===== src/rtl/free_list_nway_pkg.sv =====
// Shared rename-stage definitions for the N-way free list.
// Configuration constants, derived widths and pointer helpers.
package free_list_nway_pkg;

    localparam int WAYS     = 2;
    localparam int NUM_PHYS = 64;
    localparam int NUM_ARCH = 32;
    localparam int NUM_BR   = 4;

    // DEPTH must be a power of two so pointers wrap naturally.
    localparam int DEPTH  = NUM_PHYS - NUM_ARCH;
    localparam int PHYS_W = $clog2(NUM_PHYS);
    localparam int IDX_W  = $clog2(DEPTH);
    localparam int PTR_W  = IDX_W + 1;
    localparam int BR_W   = $clog2(NUM_BR);
    localparam int CNT_W  = $clog2(DEPTH + 1);
    localparam int NW_W   = $clog2(WAYS + 1);

    typedef logic [PHYS_W-1:0] phys_reg_t;
    typedef logic [PTR_W-1:0]  fl_ptr_t;
    typedef logic [BR_W-1:0]   br_tag_t;
    typedef logic [CNT_W-1:0]  cnt_t;
    typedef logic [NW_W-1:0]   nway_t;

    // Entry index addressed by a wrap-bit pointer.
    function automatic logic [IDX_W-1:0] ptr_idx(input fl_ptr_t p);
        return p[IDX_W-1:0];
    endfunction

endpackage


===== src/rtl/free_list_nway_ckpt_table.sv =====
// Per-branch checkpoint of the free-list head pointer.
// One write port, one asynchronous read port.
module free_list_nway_ckpt_table
    import free_list_nway_pkg::*;
(
    input  logic    clk,
    input  logic    reset,
    input  logic    we,
    input  br_tag_t wtag,
    input  fl_ptr_t wdata,
    input  br_tag_t rtag,
    output fl_ptr_t rdata
);

    fl_ptr_t slots [NUM_BR];

    // Capture the head position for a newly dispatched branch
    always_ff @(posedge clk or posedge reset) begin
        if (reset) begin
            for (int i = 0; i < NUM_BR; i++) begin
                slots[i] <= '0;
            end
        end else if (we) begin
            slots[wtag] <= wdata;
        end
    end

    assign rdata = slots[rtag];

endmodule


===== src/rtl/free_list_nway.sv =====
// N-way circular free list of physical tags for the rename stage.
// Head allocates, tail takes retired tags, head rolls back on mispredict.
module free_list_nway
    import free_list_nway_pkg::*;
(
    input  logic                 clk,
    input  logic                 reset,
    input  nway_t                haz_nDispatched,
    input  nway_t                rob_nRetired,
    input  phys_reg_t [WAYS-1:0] rob_retireTagOld,
    input  logic                 bs_ckptEn,
    input  br_tag_t              bs_ckptTag,
    input  nway_t                bs_ckptPos,
    input  logic                 br_fub_pred_wrong,
    input  br_tag_t              br_recovTag,
    output phys_reg_t [WAYS-1:0] fl_freeRegs,
    output cnt_t                 fl_availableRegs,
    output fl_ptr_t              fl_head
);

    phys_reg_t entries [DEPTH];
    fl_ptr_t   head;
    fl_ptr_t   tail;
    fl_ptr_t   head_next;
    fl_ptr_t   ckpt_head;
    fl_ptr_t   ckpt_wdata;
    fl_ptr_t   base_cnt;
    logic      ckpt_we;

    // A mispredicting cycle never records a checkpoint
    assign ckpt_we    = bs_ckptEn && !br_fub_pred_wrong;
    assign ckpt_wdata = head + fl_ptr_t'(bs_ckptPos);

    free_list_nway_ckpt_table u_ckpt (
        .clk   (clk),
        .reset (reset),
        .we    (ckpt_we),
        .wtag  (bs_ckptTag),
        .wdata (ckpt_wdata),
        .rtag  (br_recovTag),
        .rdata (ckpt_head)
    );

    // Next head: restore from checkpoint, else advance by dispatch count
    always_comb begin
        head_next = head + fl_ptr_t'(haz_nDispatched);
        if (br_fub_pred_wrong) begin
            head_next = ckpt_head;
        end
    end

    // Head and tail pointer registers; tail starts one full lap ahead
    always_ff @(posedge clk or posedge reset) begin
        if (reset) begin
            head <= '0;
            tail <= fl_ptr_t'(DEPTH);
        end else begin
            head <= head_next;
            tail <= tail + fl_ptr_t'(rob_nRetired);
        end
    end

    // Entry array: non-architectural tags at reset, retired tags at tail
    always_ff @(posedge clk or posedge reset) begin
        if (reset) begin
            for (int i = 0; i < DEPTH; i++) begin
                entries[i] <= phys_reg_t'(NUM_ARCH + i);
            end
        end else begin
            for (int k = 0; k < WAYS; k++) begin
                if (k < int'(rob_nRetired)) begin
                    entries[ptr_idx(tail + fl_ptr_t'(k))] <= rob_retireTagOld[k];
                end
            end
        end
    end

    // Combinational read of the next WAYS free tags starting at head
    always_comb begin
        for (int k = 0; k < WAYS; k++) begin
            fl_freeRegs[k] = entries[ptr_idx(head + fl_ptr_t'(k))];
        end
    end

    assign fl_availableRegs = cnt_t'(tail - head);
    assign fl_head          = head;

    // Occupancy the retire port adds to after this cycle's head update
    assign base_cnt = br_fub_pred_wrong ? (tail - ckpt_head)
                                        : (tail - head - fl_ptr_t'(haz_nDispatched));

    a_alloc: assert property (@(posedge clk) disable iff (reset)
        !br_fub_pred_wrong |-> (CNT_W'(haz_nDispatched) <= fl_availableRegs));

    a_full: assert property (@(posedge clk) disable iff (reset)
        (32'(base_cnt) + 32'(rob_nRetired)) <= 32'(DEPTH));

    a_ckpt_pos: assert property (@(posedge clk) disable iff (reset)
        bs_ckptEn |-> (bs_ckptPos <= haz_nDispatched));

endmodule


===== config.mk =====
export PLATFORM = sky130hd
export DESIGN_NAME = free_list_nway
export DESIGN_NICKNAME = d
export VERILOG_FILES = /design/src/rtl/free_list_nway_pkg.sv /design/src/rtl/free_list_nway_ckpt_table.sv /design/src/rtl/free_list_nway.sv
export SDC_FILE = /design/constraint.sdc
export NUM_CORES = 1
export LEC_CHECK = 0
export CORE_UTILIZATION = 45
export CTS_BUF_LIST = sky130_fd_sc_hd__clkbuf_8
export CTS_CLUSTER_DIAMETER = 100
export DETAILED_ROUTE_END_ITERATION = 10
export GPL_ROUTABILITY_DRIVEN = 0
export PLACE_DENSITY = 0.64
export SLEW_MARGIN = 40
export SYNTH_ARGS = -nofsm -noshare
export SYNTH_HDL_FRONTEND = slang
export SYNTH_SLANG_ARGS = --single-unit

===== constraint.sdc =====
create_clock -name clk -period 7.6 [get_ports clk]
set_input_delay 1.52 -clock clk [delete_from_list [all_inputs] [get_ports clk]]
set_output_delay 1.52 -clock clk [all_outputs]
set_load 0.02 [all_outputs]

==> impl_metrics.py, run 1 <==
metrics = {
    "run_status": {
        "status": "completed",
    },
    "hold_path": {
        "hold_depth": 2,
        "whs_endpoint": "u_ckpt.slots[5]$_DFFE_PP0P_",
        "hold_path_class": "reg -> reg",
        "worstHoldStart": "u_ckpt.slots[5]$_DFFE_PP0P_",
    },
    "timing": {
        "min_period_ps": 5800,
        "fin_skew_ps": 26.3,
        "finalCritPeriodShare_pct": 76.3,
        "tightest_slew_ps": 937,
        "hold_violations": 0,
        "max_slew_margin_pct": 37.3,
        "drv_slew": 0,
        "tns_ps": 0,
        "rsz0062_at_grt": "no",
        "setup_violations": 0,
        "timing.fmax_ghz": 0.172,
    },
    "logic_synthesis": {
        "ys_warn_count": 0,
        "ys.flop_type": "dfrtp_1",
        "yosysTopAreaCell": "dfstp_2",
        "synthesis.instances": 1418,
        "syn_area_um2": 14700,
        "synthAdderAreaFrac_pct": 1.57,
        "muxShareOfSynthArea_pct": 31.0,
        "netlist.area_leader.share_pct": 20.2,
        "syn_area_per_cell_um2": 10.4,
        "synthSimpleGateAreaFrac_pct": 11.6,
        "syn-num-nets": 1460,
        "synth_area_leaders": "dfstp_2, dfrtp_1, mux2i_1",
        "synth-edff-count": 0,
        "synth_cell_types": 51,
        "seq_area_frac_synth_pct": 39.8,
        "synth_compound_area_share_pct": 10.9,
        "synth_xor_area_share_pct": 1.13,
        "synth_async_sr_flop_share_pct": 100,
        "synth-seq-cells": 228,
        "synth_top_family_by_area": "multiplexers",
    },
    "worst_setup_path": {
        "worstSetupStartpointType": "flip-flop",
        "cp-end-kind": "output port",
        "r2r-end": "entries[124]$_DFF_PP0_",
        "required_ps": 6080,
        "crit_fanout": 40,
        "worstSetupPathType": "reg -> out",
        "r2r_slack_ps": 5010,
        "arrival_ps": 4280,
        "reg2reg_depth": 5,
        "reg2reg_from": "tail[1]$_DFF_PP0_",
    },
    "power_and_ir_drop": {
        "netSwitchingPower_mw": 3.55,
        "cellLeakagePower_nw": 6.35,
        "peakVddDrop_mv": 0.477,
        "pwr-share-seq_pct": 33.6,
        "power.internal_mw": 4.85,
        "power_frac_comb_pct": 52.0,
        "switching_share_pct": 42.2,
        "power.density_nw_per_um2": 514,
        "clockPowerShare_pct": 14.4,
    },
    "grt": {
        "track_usage_pct": 28.4,
        "grt_pass1_vias": 11300,
        "antenna_found_initial": 0,
        "overflow": 0,
        "grt_max_degree": 119,
        "grt_pass1_wl_um": 71100,
    },
    "placement": {
        "port_buffers": 49,
        "hpwlAfterDp_um": 31000,
        "dp.cells": 1805,
    },
    "route": {
        "wl_per_cell_um": 24.5,
        "drt-initial-drc-count": 1280,
        "routed_wirelength_um": 46200,
        "antenna_left": 0,
        "vias": 11400,
        "route.detailed.drc": 0,
        "via_per_inst": 6.07,
        "dr.pass1.iters": 7,
    },
    "cells_and_area": {
        "antenna_cells": 0,
        "nFillCells": 2869,
        "drive_gt1_share_pct": 24.2,
        "area_growth_pct": 11.3,
        "nets": 1458,
        "stdcell_count": 1884,
    },
    "floorplanning": {
        "pin_count": 50,
        "initial_core_util_pct": 46.2,
        "fp.dieH_um": 183,
        "die-area_um2": 33300,
        "core_area_um2": 31800,
        "die-width_um": 183,
        "num_rows": 65,
    },
    "cts": {
        "ctsHoldBuffers": 0,
        "clock_sinks": 228,
        "cts_resized": 0,
        "clk_pin_slew_ps": 60,
        "htree_levels": 2,
        "clk_latency_ps": 570,
        "numCtsBuffers": 42,
        "cts_buffer_depth": 3,
        "cts_setup_buffers": 0,
        "root_buffer": "clkbuf_8",
        "cts_tree": "done",
    },
    "job": {
        "maxCapViolCount": 0,
    },
}
sequential cells by signal, indices dropped and copies added, names as in the netlist:
signal        count
u_ckpt.slots     24
tail              6
entries         192
fl_head           6
worst max path at each step:
stage / start / to / slack [ps] / depth (start not counted)
6_report: fl_head[1]$_DFF_PP0_ / fl_freeRegs[10] / 1800 / 7
5_1_grt: fl_head[1]$_DFF_PP0_ / fl_freeRegs[6] / 1730 / 7
4_1_cts: fl_head[1]$_DFF_PP0_ / fl_freeRegs[10] / 1770 / 6
3_5_place_dp: fl_head[1]$_DFF_PP0_ / fl_freeRegs[10] / 2400 / 6
3_3_place_gp: fl_head[0]$_DFF_PP0_ / fl_freeRegs[10] / 2290 / 6
2_1_floorplan: reset / entries[100]$_DFF_PP0_ / 20 / 1
cells by family (layout without fill, tap and decap cells):
family / after synthesis / after routing
DFF: 228 / 228
muxes: 354 / 354
xor gates and xnor gates: 18 / 18
and+or+nand+nor: 386 / 386
buffers and inverters: 135 / 166
AOI/OAI and AO/OA: 281 / 281
adders and majority gates: 16 / 16
per-layer routing:
| metal | track usage, % | vias up | wire length, um |
|---|---|---|---|
| li1 | - | 5115 | - |
| met1 | 38.6 | 5682 | 18900 |
| met2 | 44.5 | 520 | 21600 |
| met3 | 3.81 | 127 | 3440 |
| met4 | 15.0 | 0 | 2270 |
| met5 | 0 | - | 0 |
through the flow:
stage               utilization [%]  area, um2  hold WS [ps]  power (mW)  setup WS (ps)
floorplan                         -      14700           445        5.65           19.1
global placement               48.4      15400           458        6.97           2290
detailed placement             48.5      15400           469        7.09           2400
CTS                            51.2      16300           481        8.32           1770
global route                   51.4      16300           512        8.84           1730
finish                         51.4      16300           478        8.40           1800
worst max-delay path, cell delays in order (launching register included):
cell and delay (ps):
dfrtp_4 740, buf_12 260, buf_4 510, and3_1 310
mux2_2 400, a32o_1 250, a221oi_1 470, clkdlybuf4s50_1 720
Yosys cell counts, types with 2 or more instances:
cell type	number
nand2b_1	5
dfrtp_1	115
nand3_1	13
a32o_1	6
inv_1	14
or3_1	4
buf_4	6
mux4_2	78
a211oi_1	6
clkbuf_1	74
fa_1	4
buf_2	27
dfstp_2	113
o21ai_2	11
mux2i_1	252
nor2_1	147
nor2b_1	10
nor3_1	3
nand2_1	162
xnor2_1	10
or2_1	2
nor3_4	6
a21oi_1	117
buf_1	10
nor2_2	15
o211ai_1	19
buf_6	2
o21ai_1	15
xor2_1	7
o21ai_0	85
a221oi_1	6
nand4_1	8
a21o_1	2
mux2_2	24
a22oi_1	12
nor2_4	2
ha_1	12
power groups by stage:
stage | sequential, mW | combinational, mW | clock (mW)
2_1_floorplan | 2.36 | 3.29 | 0
3_3_place_gp | 2.85 | 4.12 | 0
3_5_place_dp | 2.83 | 4.26 | 0
4_1_cts | 2.82 | 4.27 | 1.23
5_1_grt | 2.87 | 4.68 | 1.29
6_report | 2.82 | 4.36 | 1.21
layout by cell type, fill, tap and decap left out, types with 4 or more instances in the layout:
master / n
nand3_1: 13
nand4_1: 8
a22oi_1: 12
nand2b_1: 5
buf_4: 21
fa_1: 4
a21oi_1: 117
dfrtp_1: 113
mux2_2: 24
nor2b_1: 10
inv_1: 31
mux4_2: 78
nand2_1: 162
xnor2_1: 10
mux2i_1: 252
dfstp_2: 113
nor2_2: 22
nor3_4: 7
a211oi_1: 6
o21ai_1: 15
clkbuf_8: 53
xor2_1: 7
o211ai_1: 19
nor2_1: 140
o21ai_2: 11
a221oi_1: 6
ha_1: 11
o21ai_0: 85
a32o_1: 6
clkdlybuf4s50_1: 49
area by class of cell:
type                    instances  area (um2)  share of cell area [%]
clock buffers                  53         729                    4.46
clock inverters                24         134                   0.819
flip-flops and latches        228        5850                    35.8
multi-input cells            1055        8300                    50.8
well taps                     435         544                    3.33
inverters                      16        72.6                   0.444
repair buffers                 73         708                    4.33
Power figures use the tool's default switching activity.
==> run 2: changes to the inputs <==
==> constraint.sdc (replaced) <==
create_clock -name clk -period 4.84 [get_ports clk]
set_input_delay 0.968 -clock clk [delete_from_list [all_inputs] [get_ports clk]]
set_output_delay 0.968 -clock clk [all_outputs]
set_load 0.02 [all_outputs]
==> run 2 against run 1 <==
Compared with the run above: die area did not move; first-iteration DRC count fell by 8.4%; register-to-register slack got worse by 2800 ps; global-route usage rose by 0.17 points; sequential power rose by 51%; count of clock-buffer cells in the layout rose by 2; cell area rose by 0.61%; clock skew fell by 6.0 ps; sequential share of layout area fell by 0.22 points; cell count rose by 0.27%; critical path type unchanged; non-clock buffer count rose by 4.
==> impl_metrics.py, run 2 (synthesis gave the netlist of run 1 again) <==
metrics = {
    "timing": {
        "hold_violations": 0,
        "fin_skew_ps": 20.3,
        "max_slew_margin_pct": 40.6,
        "tightest_slew_ps": 891,
        "setup_violations": 0,
        "min_period_ps": 4670,
        "tns_ps": 0,
        "drv_slew": 0,
        "rsz0062_at_grt": "no",
        "timing.fmax_ghz": 0.214,
        "finalCritPeriodShare_pct": 96.5,
    },
    "placement": {
        "port_buffers": 49,
        "hpwlAfterDp_um": 31200,
    },
    "worst_setup_path": {
        "crit_path_top_delay_cell": "clkdlybuf4s50_1",
        "r2r_slack_ps": 2240,
        "arrival_ps": 3700,
        "crit_chain": "ha_4 > buf_12 > mux4_2 > nand2_1 > a32o_1 > a221oi_1 > clkdlybuf4s50_1",
        "slowest_delay_ps": 700,
        "worstSetupStartpointType": "flip-flop",
        "worstSetupPathType": "reg -> out",
        "crit_family": "buffers and inverters",
        "crit_fanout": 24,
        "required_ps": 3870,
        "cp-end-kind": "output port",
        "worstPathBufferInverterCount": 2,
    },
    "cts": {
        "root_buffer": "clkbuf_8",
        "clock_sinks": 228,
        "clk_pin_slew_ps": 60,
        "htree_levels": 2,
        "cts_setup_buffers": 0,
        "numCtsBuffers": 42,
        "cts_tree": "done",
        "cts_buffer_depth": 3,
        "clk_latency_ps": 590,
    },
    "route": {
        "dr.pass1.iters": 7,
        "route.detailed.drc": 0,
        "via_per_inst": 6.06,
        "wl_per_cell_um": 24.6,
        "routed_wirelength_um": 46400,
        "drt-initial-drc-count": 1172,
        "vias": 11400,
        "antenna_left": 0,
    },
    "cells_and_area": {
        "nFillCells": 2846,
        "nets": 1462,
        "drive_gt1_share_pct": 24.8,
        "reg_top3": "entries: 192 flops, u_ckpt.slots: 24 flops",
        "final_common_cell": "mux2i_1",
        "final_cell_mix": "mux2i_1, nand2_1, nor2_1, a21oi_1",
        "top_register": "entries",
        "antenna_cells": 0,
        "final_core_util_pct": 51.7,
        "area_growth_pct": 12.0,
        "largest_reg_flops": 192,
    },
    "power_and_ir_drop": {
        "design_power_total_mw": 13.4,
        "power.density_nw_per_um2": 815,
        "peakVddDrop_mv": 0.769,
        "cellLeakagePower_nw": 6.41,
    },
    "floorplanning": {
        "num_rows": 65,
        "core_area_um2": 31800,
        "die-area_um2": 33300,
        "die-width_um": 183,
        "fp.dieH_um": 183,
        "initial_core_util_pct": 46.2,
        "pin_count": 50,
    },
    "run_status": {
        "status": "completed",
    },
    "grt": {
        "grt_max_degree": 130,
        "overflow": 0,
        "antenna_found_initial": 0,
        "grt_pass1_vias": 11300,
        "grt_pass1_wl_um": 71300,
        "track_usage_pct": 28.6,
    },
    "hold_path": {
        "hold_path_class": "reg -> reg",
    },
    "job": {
        "maxCapViolCount": 0,
    },
}
-- run 2: report_power, final --
group	total (mW)	internal [mW]	switching, mW
Clock	2.00	1.13	0.873
Combinational	7.13	3.40	3.73
Sequential	4.26	3.21	1.05
-- run 2: final timing paths --
kind / from / to / cells after the start
max: fl_head[1]$_DFF_PP0_ / fl_freeRegs[9] / 7
min: u_ckpt.slots[3]$_DFFE_PP0P_ / u_ckpt.slots[3]$_DFFE_PP0P_ / 2
max reg2reg: tail[1]$_DFF_PP0_ / entries[6]$_DFF_PP0_ / 5
min reg2reg: u_ckpt.slots[3]$_DFFE_PP0P_ / u_ckpt.slots[3]$_DFFE_PP0P_ / 2
max in group asynchronous: reset / entries[13]$_DFF_PP0_ / 3
min in group asynchronous: reset / fl_head[3]$_DFF_PP0_ / 2
-- run 2: tightest hold or removal path, delay by kind of cell, from the launching register on --
kind,cells,cell delay [ps]
compound gates,1,60
flops,1,340
simple gates,1,50
-- run 2: final cells by class --
cell class / count / area [um2] / area share (%)
Sequential cell: 228 / 5850 / 35.6
Tap cell: 435 / 544 / 3.31
Clock buffer: 55 / 757 / 4.60
Clock inverter: 23 / 155 / 0.944
Timing Repair Buffer: 77 / 771 / 4.69
Inverter: 16 / 63.8 / 0.388
Multi-Input combinational cell: 1055 / 8290 / 50.4
-- run 2: what timing repair did --
item,CTS,global route
hold buffers,0,0
gates resized for setup,0,3
setup endpoints to repair,0,4
-- run 2: per-stage QoR --
| step | instance area (um2) | hold WS (ps) | worst slack [ps] | std cells |
|---|---|---|---|---|
| 2_1_floorplan | 14700 | 445 | 984 | 1418 |
| 3_3_place_gp | 15500 | 464 | 664 | 1810 |
| 3_5_place_dp | 15500 | 480 | 625 | 1811 |
| 4_1_cts | 16400 | 493 | 10.0 | 1889 |
| 5_1_grt | 16400 | 524 | 16.5 | 1889 |
| 6_report | 16400 | 490 | 168 | 1889 |
-- run 2: metal layers --
metal / wire (um) / up-vias / GRT usage (%)
li1: - / 5118 / -
met1: 19400 / 5673 / 39.0
met2: 21400 / 537 / 44.7
met3: 3820 / 118 / 5.87
met4: 1740 / 0 / 11.2
met5: 0 / - / 0
